===== src/rtl/uart_pkg.sv =====
// Shared constants for the parametrised UART blocks: parity modes,
// receiver FSM encoding and the oversample divider calculation.
package uart_pkg;

  localparam int PARITY_NONE = 0;
  localparam int PARITY_ODD  = 1;
  localparam int PARITY_EVEN = 2;

  localparam logic [2:0] ST_IDLE   = 3'd0;
  localparam logic [2:0] ST_START  = 3'd1;
  localparam logic [2:0] ST_DATA   = 3'd2;
  localparam logic [2:0] ST_PARITY = 3'd3;
  localparam logic [2:0] ST_STOP1  = 3'd4;
  localparam logic [2:0] ST_STOP2  = 3'd5;

  // Rounded clocks per oversample tick.
  function automatic int calc_div(input int clk_freq, input int baud, input int oversample);
    return (clk_freq + (baud * oversample) / 2) / (baud * oversample);
  endfunction

endpackage


===== src/rtl/uart_baud_gen.sv =====
// Oversample tick generator: counts 0..DIV-1 and flags the last count.
// A synchronous clear realigns the tick phase to an external event.
module uart_baud_gen #(
  parameter int DIV = 430
) (
  input  logic clk,
  input  logic rst,
  input  logic i_clear,
  output logic o_tick
);

  localparam int CW = (DIV > 1) ? $clog2(DIV) : 1;

  logic [CW-1:0] r_cnt;

  always_ff @(posedge clk or negedge rst) begin
    if (!rst) begin
      r_cnt <= '0;
    end else if (i_clear || (r_cnt == CW'(DIV - 1))) begin
      r_cnt <= '0;
    end else begin
      r_cnt <= r_cnt + 1'b1;
    end
  end

  assign o_tick = (r_cnt == CW'(DIV - 1));

endmodule


===== src/rtl/uart_rx_param.sv =====
// Parametrised UART receiver with majority-vote sampling, false-start
// rejection, error flags and a one-word valid/ready holding register.
module uart_rx_param
  import uart_pkg::*;
#(
  parameter int CLK_FREQ   = 66_000_000,
  parameter int BAUD       = 9600,
  parameter int OVERSAMPLE = 16,
  parameter int DATA_BITS  = 8,
  parameter int PARITY     = 0,
  parameter int STOP_BITS  = 1
) (
  input  logic                 clk,
  input  logic                 rst,
  input  logic                 serial_in,
  output logic [DATA_BITS-1:0] parallel_out,
  output logic                 rx_valid,
  input  logic                 rx_ready,
  output logic                 parity_err,
  output logic                 frame_err,
  output logic                 break_det,
  output logic                 overrun,
  output logic                 busy,
  output logic                 baudrate_clk
);

  localparam int DIV = calc_div(CLK_FREQ, BAUD, OVERSAMPLE);
  localparam int H   = OVERSAMPLE / 2;
  localparam int SCW = $clog2(OVERSAMPLE);
  localparam int BCW = $clog2(DATA_BITS);

  logic                 r_sync1, r_sync2, r_lineHigh;
  logic [1:0]           r_fill;
  logic [2:0]           r_state;
  logic [SCW-1:0]       r_sampleCnt;
  logic [BCW-1:0]       r_bitCnt;
  logic                 r_samp0, r_samp1;
  logic [DATA_BITS-1:0] r_shift;
  logic                 r_parErr, r_parBit, r_frameErr, r_stopLow;

  logic w_fall, w_clear, w_tick, w_maj, w_decide, w_bitEnd, w_parExpect;
  logic w_done, w_finalFrameErr, w_finalStopLow, w_break;

  uart_baud_gen #(.DIV(DIV)) u_baud_gen (
    .clk     (clk),
    .rst     (rst),
    .i_clear (w_clear),
    .o_tick  (w_tick)
  );

  assign baudrate_clk = w_tick;

  // r_lineHigh only learns from real line samples, so a line held low
  // through reset release never looks like a falling edge.
  always_ff @(posedge clk or negedge rst) begin
    if (!rst) begin
      r_sync1    <= 1'b1;
      r_sync2    <= 1'b1;
      r_fill     <= 2'b00;
      r_lineHigh <= 1'b0;
    end else begin
      r_sync1    <= serial_in;
      r_sync2    <= r_sync1;
      r_fill     <= {r_fill[0], 1'b1};
      r_lineHigh <= r_fill[1] & r_sync2;
    end
  end

  assign w_fall      = r_lineHigh & ~r_sync2;
  assign w_clear     = (r_state == ST_IDLE) && w_fall;
  assign w_maj       = (r_samp0 & r_samp1) | (r_samp0 & r_sync2) | (r_samp1 & r_sync2);
  assign w_decide    = w_tick && (r_sampleCnt == SCW'(H + 1));
  assign w_bitEnd    = w_tick && (r_sampleCnt == SCW'(OVERSAMPLE - 1));
  assign w_parExpect = (PARITY == PARITY_ODD) ? ~^r_shift : ^r_shift;

  assign w_done = w_decide &&
                  (((r_state == ST_STOP1) && (STOP_BITS == 1)) || (r_state == ST_STOP2));
  assign w_finalFrameErr = (r_state == ST_STOP2) ? (r_frameErr | ~w_maj) : ~w_maj;
  assign w_finalStopLow  = (r_state == ST_STOP2) ? r_stopLow : ~w_maj;
  assign w_break = (r_shift == '0) && w_finalStopLow &&
                   ((PARITY == PARITY_NONE) || !r_parBit);

  always_ff @(posedge clk or negedge rst) begin
    if (!rst) begin
      r_state     <= ST_IDLE;
      r_sampleCnt <= '0;
      r_bitCnt    <= '0;
      r_samp0     <= 1'b0;
      r_samp1     <= 1'b0;
      r_shift     <= '0;
      r_parErr    <= 1'b0;
      r_parBit    <= 1'b0;
      r_frameErr  <= 1'b0;
      r_stopLow   <= 1'b0;
      busy        <= 1'b0;
    end else begin
      if (w_tick) begin
        r_sampleCnt <= w_bitEnd ? '0 : r_sampleCnt + 1'b1;
        if (r_sampleCnt == SCW'(H - 1)) r_samp0 <= r_sync2;
        if (r_sampleCnt == SCW'(H))     r_samp1 <= r_sync2;
      end
      case (r_state)
        ST_IDLE: begin
          if (w_fall) begin
            r_state     <= ST_START;
            r_sampleCnt <= '0;
            r_bitCnt    <= '0;
            r_parErr    <= 1'b0;
            r_parBit    <= 1'b0;
            r_frameErr  <= 1'b0;
            r_stopLow   <= 1'b0;
            busy        <= 1'b1;
          end
        end
        ST_START: begin
          if (w_decide && w_maj) begin
            r_state <= ST_IDLE;
            busy    <= 1'b0;
          end else if (w_bitEnd) begin
            r_state <= ST_DATA;
          end
        end
        ST_DATA: begin
          if (w_decide) r_shift <= {w_maj, r_shift[DATA_BITS-1:1]};
          if (w_bitEnd) begin
            if (r_bitCnt == BCW'(DATA_BITS - 1)) begin
              r_bitCnt <= '0;
              r_state  <= (PARITY != PARITY_NONE) ? ST_PARITY : ST_STOP1;
            end else begin
              r_bitCnt <= r_bitCnt + 1'b1;
            end
          end
        end
        ST_PARITY: begin
          if (w_decide) begin
            r_parErr <= (w_maj != w_parExpect);
            r_parBit <= w_maj;
          end
          if (w_bitEnd) r_state <= ST_STOP1;
        end
        ST_STOP1: begin
          // Leave at the decision point so a start edge half a bit later is caught.
          if (w_decide) begin
            r_frameErr <= ~w_maj;
            r_stopLow  <= ~w_maj;
            if (STOP_BITS == 1) begin
              r_state <= ST_IDLE;
              busy    <= 1'b0;
            end
          end else if (w_bitEnd) begin
            r_state <= ST_STOP2;
          end
        end
        ST_STOP2: begin
          if (w_decide) begin
            r_frameErr <= r_frameErr | ~w_maj;
            r_state    <= ST_IDLE;
            busy       <= 1'b0;
          end
        end
        default: begin
          r_state <= ST_IDLE;
          busy    <= 1'b0;
        end
      endcase
    end
  end

  // A completing frame loads only if the holder is empty or being drained this cycle.
  always_ff @(posedge clk or negedge rst) begin
    if (!rst) begin
      parallel_out <= '0;
      rx_valid     <= 1'b0;
      parity_err   <= 1'b0;
      frame_err    <= 1'b0;
      break_det    <= 1'b0;
      overrun      <= 1'b0;
    end else begin
      overrun <= 1'b0;
      if (w_done) begin
        if (!rx_valid || rx_ready) begin
          parallel_out <= r_shift;
          parity_err   <= r_parErr;
          frame_err    <= w_finalFrameErr;
          break_det    <= w_break;
          rx_valid     <= 1'b1;
        end else begin
          overrun <= 1'b1;
        end
      end else if (rx_valid && rx_ready) begin
        rx_valid <= 1'b0;
      end
    end
  end

endmodule


===== config.mk =====
export PLATFORM = sky130hd
export DESIGN_NAME = uart_rx_param
export DESIGN_NICKNAME = d
export VERILOG_FILES = /design/src/rtl/uart_pkg.sv /design/src/rtl/uart_baud_gen.sv /design/src/rtl/uart_rx_param.sv
export SDC_FILE = /design/constraint.sdc
export NUM_CORES = 1
export LEC_CHECK = 0
export CORE_UTILIZATION = 62
export DETAILED_ROUTE_END_ITERATION = 12
export PLACE_DENSITY = 0.87
export SYNTH_ARGS = -nofsm -noshare
export SYNTH_HDL_FRONTEND = slang
export SYNTH_HIERARCHICAL = 1
export SYNTH_SLANG_ARGS = --single-unit

===== constraint.sdc =====
create_clock -name clk -period 2.96 [get_ports clk]
set_input_delay 0.888 -clock clk [delete_from_list [all_inputs] [get_ports clk]]
set_output_delay 0.888 -clock clk [all_outputs]
set_load 0.02 [all_outputs]

After elaboration in Yosys (flattened, before gate mapping)

Cells that the tools add are included.

Register bits: 51
Output and inout bits: 15

Add/subtract/negate cells: 3
Equal/unequal tests: 24
Multiplexer cells: 37
Bitwise logic cells: 11
Reduce and logical (&&, ||, !) cells: 32

Operators with widths:

| operator                                            | number |
|---|---|
| two-way mux 3 bit                                   | 12 |
| one-hot mux 3 bit (6 select lines)                  | 1 |
| two-way mux 4 bit                                   | 4 |
| != test 2 bit, second input constant                | 8 |
| two-way mux 1 bit                                   | 14 |
| equality test 4 bit, second input constant          | 3 |
| AND reduction 2 bit                                 | 5 |
| adder 9 x 1 -> 9 bit, second input constant         | 1 |
| equality test 3 bit, second input constant          | 3 |
| equality test 9 bit, second input constant          | 1 |
| two-way mux 9 bit                                   | 1 |
| AND reduction 3 bit                                 | 3 |
| zero test 8 bit                                     | 1 |
| AND reduction 4 bit                                 | 2 |
| nonzero test 2 bit                                  | 4 |
| parity 8 bit                                        | 1 |
| logical AND 1 bit                                   | 7 |
| AND reduction 7 bit                                 | 1 |
| equality test 3 x 2 -> 1 bit, second input constant | 2 |
| != test 3 bit, second input constant                | 2 |
| one-hot mux 3 bit (2 select lines)                  | 1 |
| AND 1 bit                                           | 5 |
| adder 4 x 1 -> 4 bit, second input constant         | 1 |
| equality test 4 x 3 -> 1 bit, second input constant | 1 |
| 14 further kinds                                    | 23 |

Depth between registers and ports, before layout

Depth after elaboration: 7
Depth in mapped cells: 11

Cells and area by module

Netlist, hierarchy kept.

Modules (own cells, without submodules):

| module        | instances | cells an instance | area each (sq um) |
|---|---|---|---|
| uart_rx_param | 1         | 169               | 1994.4 |
| uart_baud_gen | 1         | 43                | 446.7 |

Worst setup path after synthesis

OpenSTA, ideal clock, no wires.

Path type: register to register
Start: register u_baud_gen.r_cnt[1]
End: register r_shift[7]
Arrival time: 2195 ps
Required time: 2835 ps
Setup slack: 639 ps
Stages on the path, launching flop included: 10
Path buffers: 2
Path through: dfrtp_1 inv_1 ha_1 nand4bb_1 nor2_1 buf_6 nand4b_1 or3_1 buf_6 mux2_4

Cells in the longest elaborated chain, start to end: 3

Ends and longest elaborated chain:

| what                          | line                 | text |
|---|---|---|
| from (decl)                   | uart_baud_gen.sv:14  | `logic [CW-1:0] r_cnt;` |
| from (signal assigned)        | uart_baud_gen.sv:22  | `r_cnt <= r_cnt + 1'b1;` |
| equality test 9 bit           | uart_baud_gen.sv:26  | `assign o_tick = (r_cnt == CW'(DIV - 1));` |
| net baudrate_clk              | uart_rx_param.sv:24  | `output logic baudrate_clk` |
| logical AND 1 bit             | uart_rx_param.sv:72  | `assign w_decide = w_tick && (r_sampleCnt == SCW'(H + 1));` |
| AND reduction 2 bit (no line) | -                    |  |
| to (signal assigned)          | uart_rx_param.sv:124 | `if (w_decide) r_shift <= {w_maj, r_shift[DATA_BITS-1:1]};` |
| to (decl)                     | uart_rx_param.sv:38  | `logic [DATA_BITS-1:0] r_shift;` |

The timed path passes the listed nets, and every way through them passes these cells.
A chain may end at the register's enable or synchronous reset.

Worst setup path after layout

Start: register u_baud_gen.r_cnt[1]
End: output port baudrate_clk

Cells in the longest elaborated chain, start to end: 1

Ends and longest elaborated chain:

| what                | line |
|---|---|
| equality test 9 bit | uart_baud_gen.sv:26 |
| to (decl)           | uart_rx_param.sv:24 |

No other way between the ends.

==> impl_summary.md <==
Synth
For this run, asynchronously set or reset flops after synthesis account for 1.00. Counting every net in the synthesized netlist gives 227. In the synthesized netlist, the number of instances is around 210. Yosys mapped a number of flops with a built-in enable equal to 0.

Among all flip-flop cells after synthesis, the most frequent one is sky130_fd_sc_hd__dfrtp_1. Dividing the synthesized area by the synthesized cell count gives ~12 sq um. The number of distinct library cells after synthesis is about 50. During synthesis, Yosys emitted a total of 6 warnings. In this run, synthesis produced a sequential element count of 51. The share of the Yosys chip area taken by registers is 0.524. After synthesis the cells add up to between 2000 and 2500 sq um.

Drt
The routed via count divided by cell count is 5.70. The routed length per placed instance is between 10 and 15 um. The total detailed-routing wirelength is 3970 um.

The via total after detailed routing is roughly 1600. The first TritonRoute pass finished after 4 iterations. The post-detailed-route count of antenna-violating nets is 0. The count of routing violations after the opening detailed-route iteration is 105. In the routed design, unresolved DRC markers number 0.

Place
Including well taps, the total number of placed cells is between 200 and 300. The count of port buffers added during placement is 18. The global placer's final weighted congestion is roughly 0.74.

The final HPWL from detailed placement is ~2800 um. The worst setup slack after placement is around 0.51 ns. In this run the cell area measured after placement is roughly 2600 sq um.

Critical path
The worst setup path is captured at a primary output. In this run the worst path has a maximum fanout of 4. The cell family contributing the most delay on the critical path is buffers and inverters. In this run the worst setup path begins at u_baud_gen/r_cnt[1]. Data on the critical path is required at its endpoint by 2.07 ns. Counting both buffers and inverters, the worst setup path holds a total of 2. Traced cell by cell, the critical path runs through inv_1, ha_1, nand4bb_1, nor2_1, clkdlybuf4s50_1. The largest single stage delay on the critical path is about 0.62 ns.

The critical path is of the reg2out type. STA classifies the critical path startpoint as a flop. STA puts the critical path data arrival time at about 1.9 ns. The largest individual stage delay along the critical path comes from the cell sky130_fd_sc_hd__clkdlybuf4s50_1. The startpoint identified for the worst register-to-register timing path is u_baud_gen/r_cnt[1].

Clock network
The sink count of the clock tree is 51. The TritonCTS clock tree is built. The depth of the CTS H-tree is 2. The number of buffers created by CTS is 5. The count of hold-fix buffers inserted at cts is 0. The library cell used as clock root buffer is sky130_fd_sc_hd__clkbuf_8.

The number of gates resized after CTS was 0. The clock latency on the worst-skew pair is about 0.32 ns. The clock-pin slew reported for the worst setup and hold paths after clock tree synthesis is 0.08 ns. Counting along the longest clock path gives a buffer depth of 2.

Buffers added to address setup during post-CTS repair amount to 0.

Global route
The total congestion overflow is 0. The number of global-route vias before repair is around 1600. The maximum number of pins on one net before global-route repair is 28.

The initial antenna violation count came to 0. In the global route stage, overall resource usage came out at 0.227. The wire length of the first global-routing pass is about 7100 um.

STA
The setup slack after layout is approximately 0.16 ns. The setup TNS is 0 ns. The final critical-path required period is around 2.8 ns. The hold violation total from the final report came to 0. The headroom to the max-slew limit is 0.563. Setup repair after global routing left no endpoint under its margin. Setup violations remaining at the end of the flow were counted as 0.

The transition at the pin with the smallest max-transition slack is 0.656 ns. The highest attainable clock frequency is around 360 MHz. The worst hold slack is approximately 0.35 ns. The max-slew violation count is 0. Across the routed clock network, the largest skew measured is roughly 0.015 ns.

The share of the clock period used by the worst path is 0.944.

Cells and area
The register area is ~1300 sq um. The number of standard cells in the final layout excluding fillers is 281. The repair_antennas step left the layout with diodes totalling 0. The ratio of cells with drive above 1 in the final layout is 0.185.

The number of filler instances in the final layout is 263. The design area is between 2000 and 3000 sq um. Summing all multi-input logic gate instances after layout gives approximately 1000 sq um. The relative area change from synthesis to final layout is 12.9%.

The final cell utilization of the core is 0.741. The count of nets after finishing is 247.

Die
The initial cell density of the core is 0.657. In this run the horizontal extent of the chip is about 65 um. The initialized floorplan defines 22 standard-cell rows. The die covers about 4200 sq um. The number of primary I/O pins is 19.

The floorplan step defined a core boundary enclosing between 3000 and 4000 sq um. The die outline height is about 65 um.

Pwr
The static leakage is 1.21 nW. Power spread over the standard cell area amounts to 540 nW/um^2. Power comes to approximately 1.5 mW. The maximum vdd drop is 0.000387 V.

Min path
The path class of the tightest hold or removal check is reg2reg. In this run the most critical hold path is launched from r_fill[0].

Run status
The flow ran to the end, and the final reports show no timing, DRC or antenna violations.

Run
The total of max-cap violations is 0.
[layout make-up]
| class | count | share of cell area |
|---|---|---|
| clock buffer | 5 | 0.0250 |
| clock inverter | 3 | 0.0159 |
| inverter | 14 | 0.0191 |
| multi-input combinational | 140 | 0.381 |
| sequential | 51 | 0.464 |
| tap | 48 | 0.0218 |
| timing repair buffer | 20 | 0.0736 |
[final timing paths]
check	cells after the start	end	slack, ns
max in group asynchronous	2	r_sync1	1.79
worst max-delay path	5	baudrate_clk	0.16
min in group asynchronous	1	parallel_out[2]	0.55
worst min register to register	0	r_fill[1]	0.35
worst max register to register	8	r_shift[7]	0.52
worst min-delay path	0	r_fill[1]	0.35
[synth_stat cells, types with 2 or more instances]
cell type,number,area [sq um]
sky130_fd_sc_hd__or3_1,5,31.3
sky130_fd_sc_hd__nor3_1,2,10.0
sky130_fd_sc_hd__nand3_2,2,20.0
sky130_fd_sc_hd__mux2_2,13,146
sky130_fd_sc_hd__o21ai_0,10,50.1
sky130_fd_sc_hd__inv_1,14,52.6
sky130_fd_sc_hd__nand4_1,4,25.0
sky130_fd_sc_hd__xnor2_1,5,43.8
sky130_fd_sc_hd__a21oi_1,8,40.0
sky130_fd_sc_hd__o31ai_1,2,15.0
sky130_fd_sc_hd__nor2_1,14,52.6
sky130_fd_sc_hd__nand2b_1,2,12.5
sky130_fd_sc_hd__xor2_1,3,26.3
sky130_fd_sc_hd__dfrtp_1,49,1230
sky130_fd_sc_hd__nand2_1,15,56.3
sky130_fd_sc_hd__buf_6,4,45.0
sky130_fd_sc_hd__nor2b_1,2,12.5
sky130_fd_sc_hd__nand3b_1,3,22.5
sky130_fd_sc_hd__dfstp_2,2,52.6
sky130_fd_sc_hd__ha_1,11,138
sky130_fd_sc_hd__nand4b_1,4,35.0
sky130_fd_sc_hd__nand3_1,2,10.0
sky130_fd_sc_hd__o21ai_2,7,61.3
sky130_fd_sc_hd__a22o_1,2,17.5
[per-layer routing]
| layer | vias up | wire [um] | track usage |
|---|---|---|---|
| met3 | 5 | 146 | 0.0634 |
| met5 | - | 0 | 0 |
| met1 | 787 | 1800 | 0.267 |
| met4 | 0 | 55 | 0.0917 |
| li1 | 783 | - | - |
| met2 | 28 | 1970 | 0.389 |
[cells by family (layout without fill, tap and decap cells)]
| logic type | count (synthesis) | after routing | synth area share |
|---|---|---|---|
| other | 1 | 1 | 0.00154 |
| AND/OR/NAND/NOR | 66 | 66 | 0.162 |
| AO/OA/AOI/OAI | 38 | 38 | 0.107 |
| multiplexers | 15 | 15 | 0.0702 |
| buffers and inverters | 21 | 42 | 0.0466 |
| adder cells (fa/ha/maj) | 12 | 12 | 0.0605 |
| flip-flops | 51 | 51 | 0.524 |
| XOR/XNOR | 8 | 8 | 0.0287 |
[registers in the layout, indices dropped and copies added (netlist names)]
name              count
busy                  1
parallel_out          8
r_samp1               1
r_shift               8
parity_err            1
overrun               1
r_samp0               1
r_state               3
r_stopLow             1
r_lineHigh            1
rx_valid              1
u_baud_gen/r_cnt      9
r_sync1               1
frame_err             1
break_det             1
r_sampleCnt           4
r_fill                2
r_sync2               1
r_bitCnt              3
r_parErr              1
r_frameErr            1
[power breakdown]
group / leakage (nW) / internal, mW / total, mW / switching, mW
combinational: 0.469 / 0.0805 / 0.168 / 0.0878
clock: 0.0581 / 0.252 / 0.482 / 0.231
sequential: 0.681 / 0.755 / 0.838 / 0.0831
[cell usage in the layout, fill, tap and decap left out, types with 2 or more instances in the layout]
master	count
sky130_fd_sc_hd__o21ai_0	10
sky130_fd_sc_hd__a21oi_1	8
sky130_fd_sc_hd__clkbuf_8	5
sky130_fd_sc_hd__inv_1	14
sky130_fd_sc_hd__nand2b_1	2
sky130_fd_sc_hd__ha_1	11
sky130_fd_sc_hd__a22o_1	2
sky130_fd_sc_hd__o31ai_1	2
sky130_fd_sc_hd__dfstp_2	2
sky130_fd_sc_hd__nor2b_1	2
sky130_fd_sc_hd__nand4b_1	4
sky130_fd_sc_hd__nand3_1	2
sky130_fd_sc_hd__xor2_1	3
sky130_fd_sc_hd__nor2_1	14
sky130_fd_sc_hd__nor3_1	2
sky130_fd_sc_hd__or3_1	5
sky130_fd_sc_hd__nand3b_1	3
sky130_fd_sc_hd__mux2_2	13
sky130_fd_sc_hd__clkdlybuf4s50_1	17
sky130_fd_sc_hd__dfrtp_1	49
sky130_fd_sc_hd__nand3_2	2
sky130_fd_sc_hd__nand2_1	15
sky130_fd_sc_hd__xnor2_1	5
sky130_fd_sc_hd__o21ai_2	7
sky130_fd_sc_hd__nand4_1	4
No activity file was read; power rests on OpenSTA's default activity.
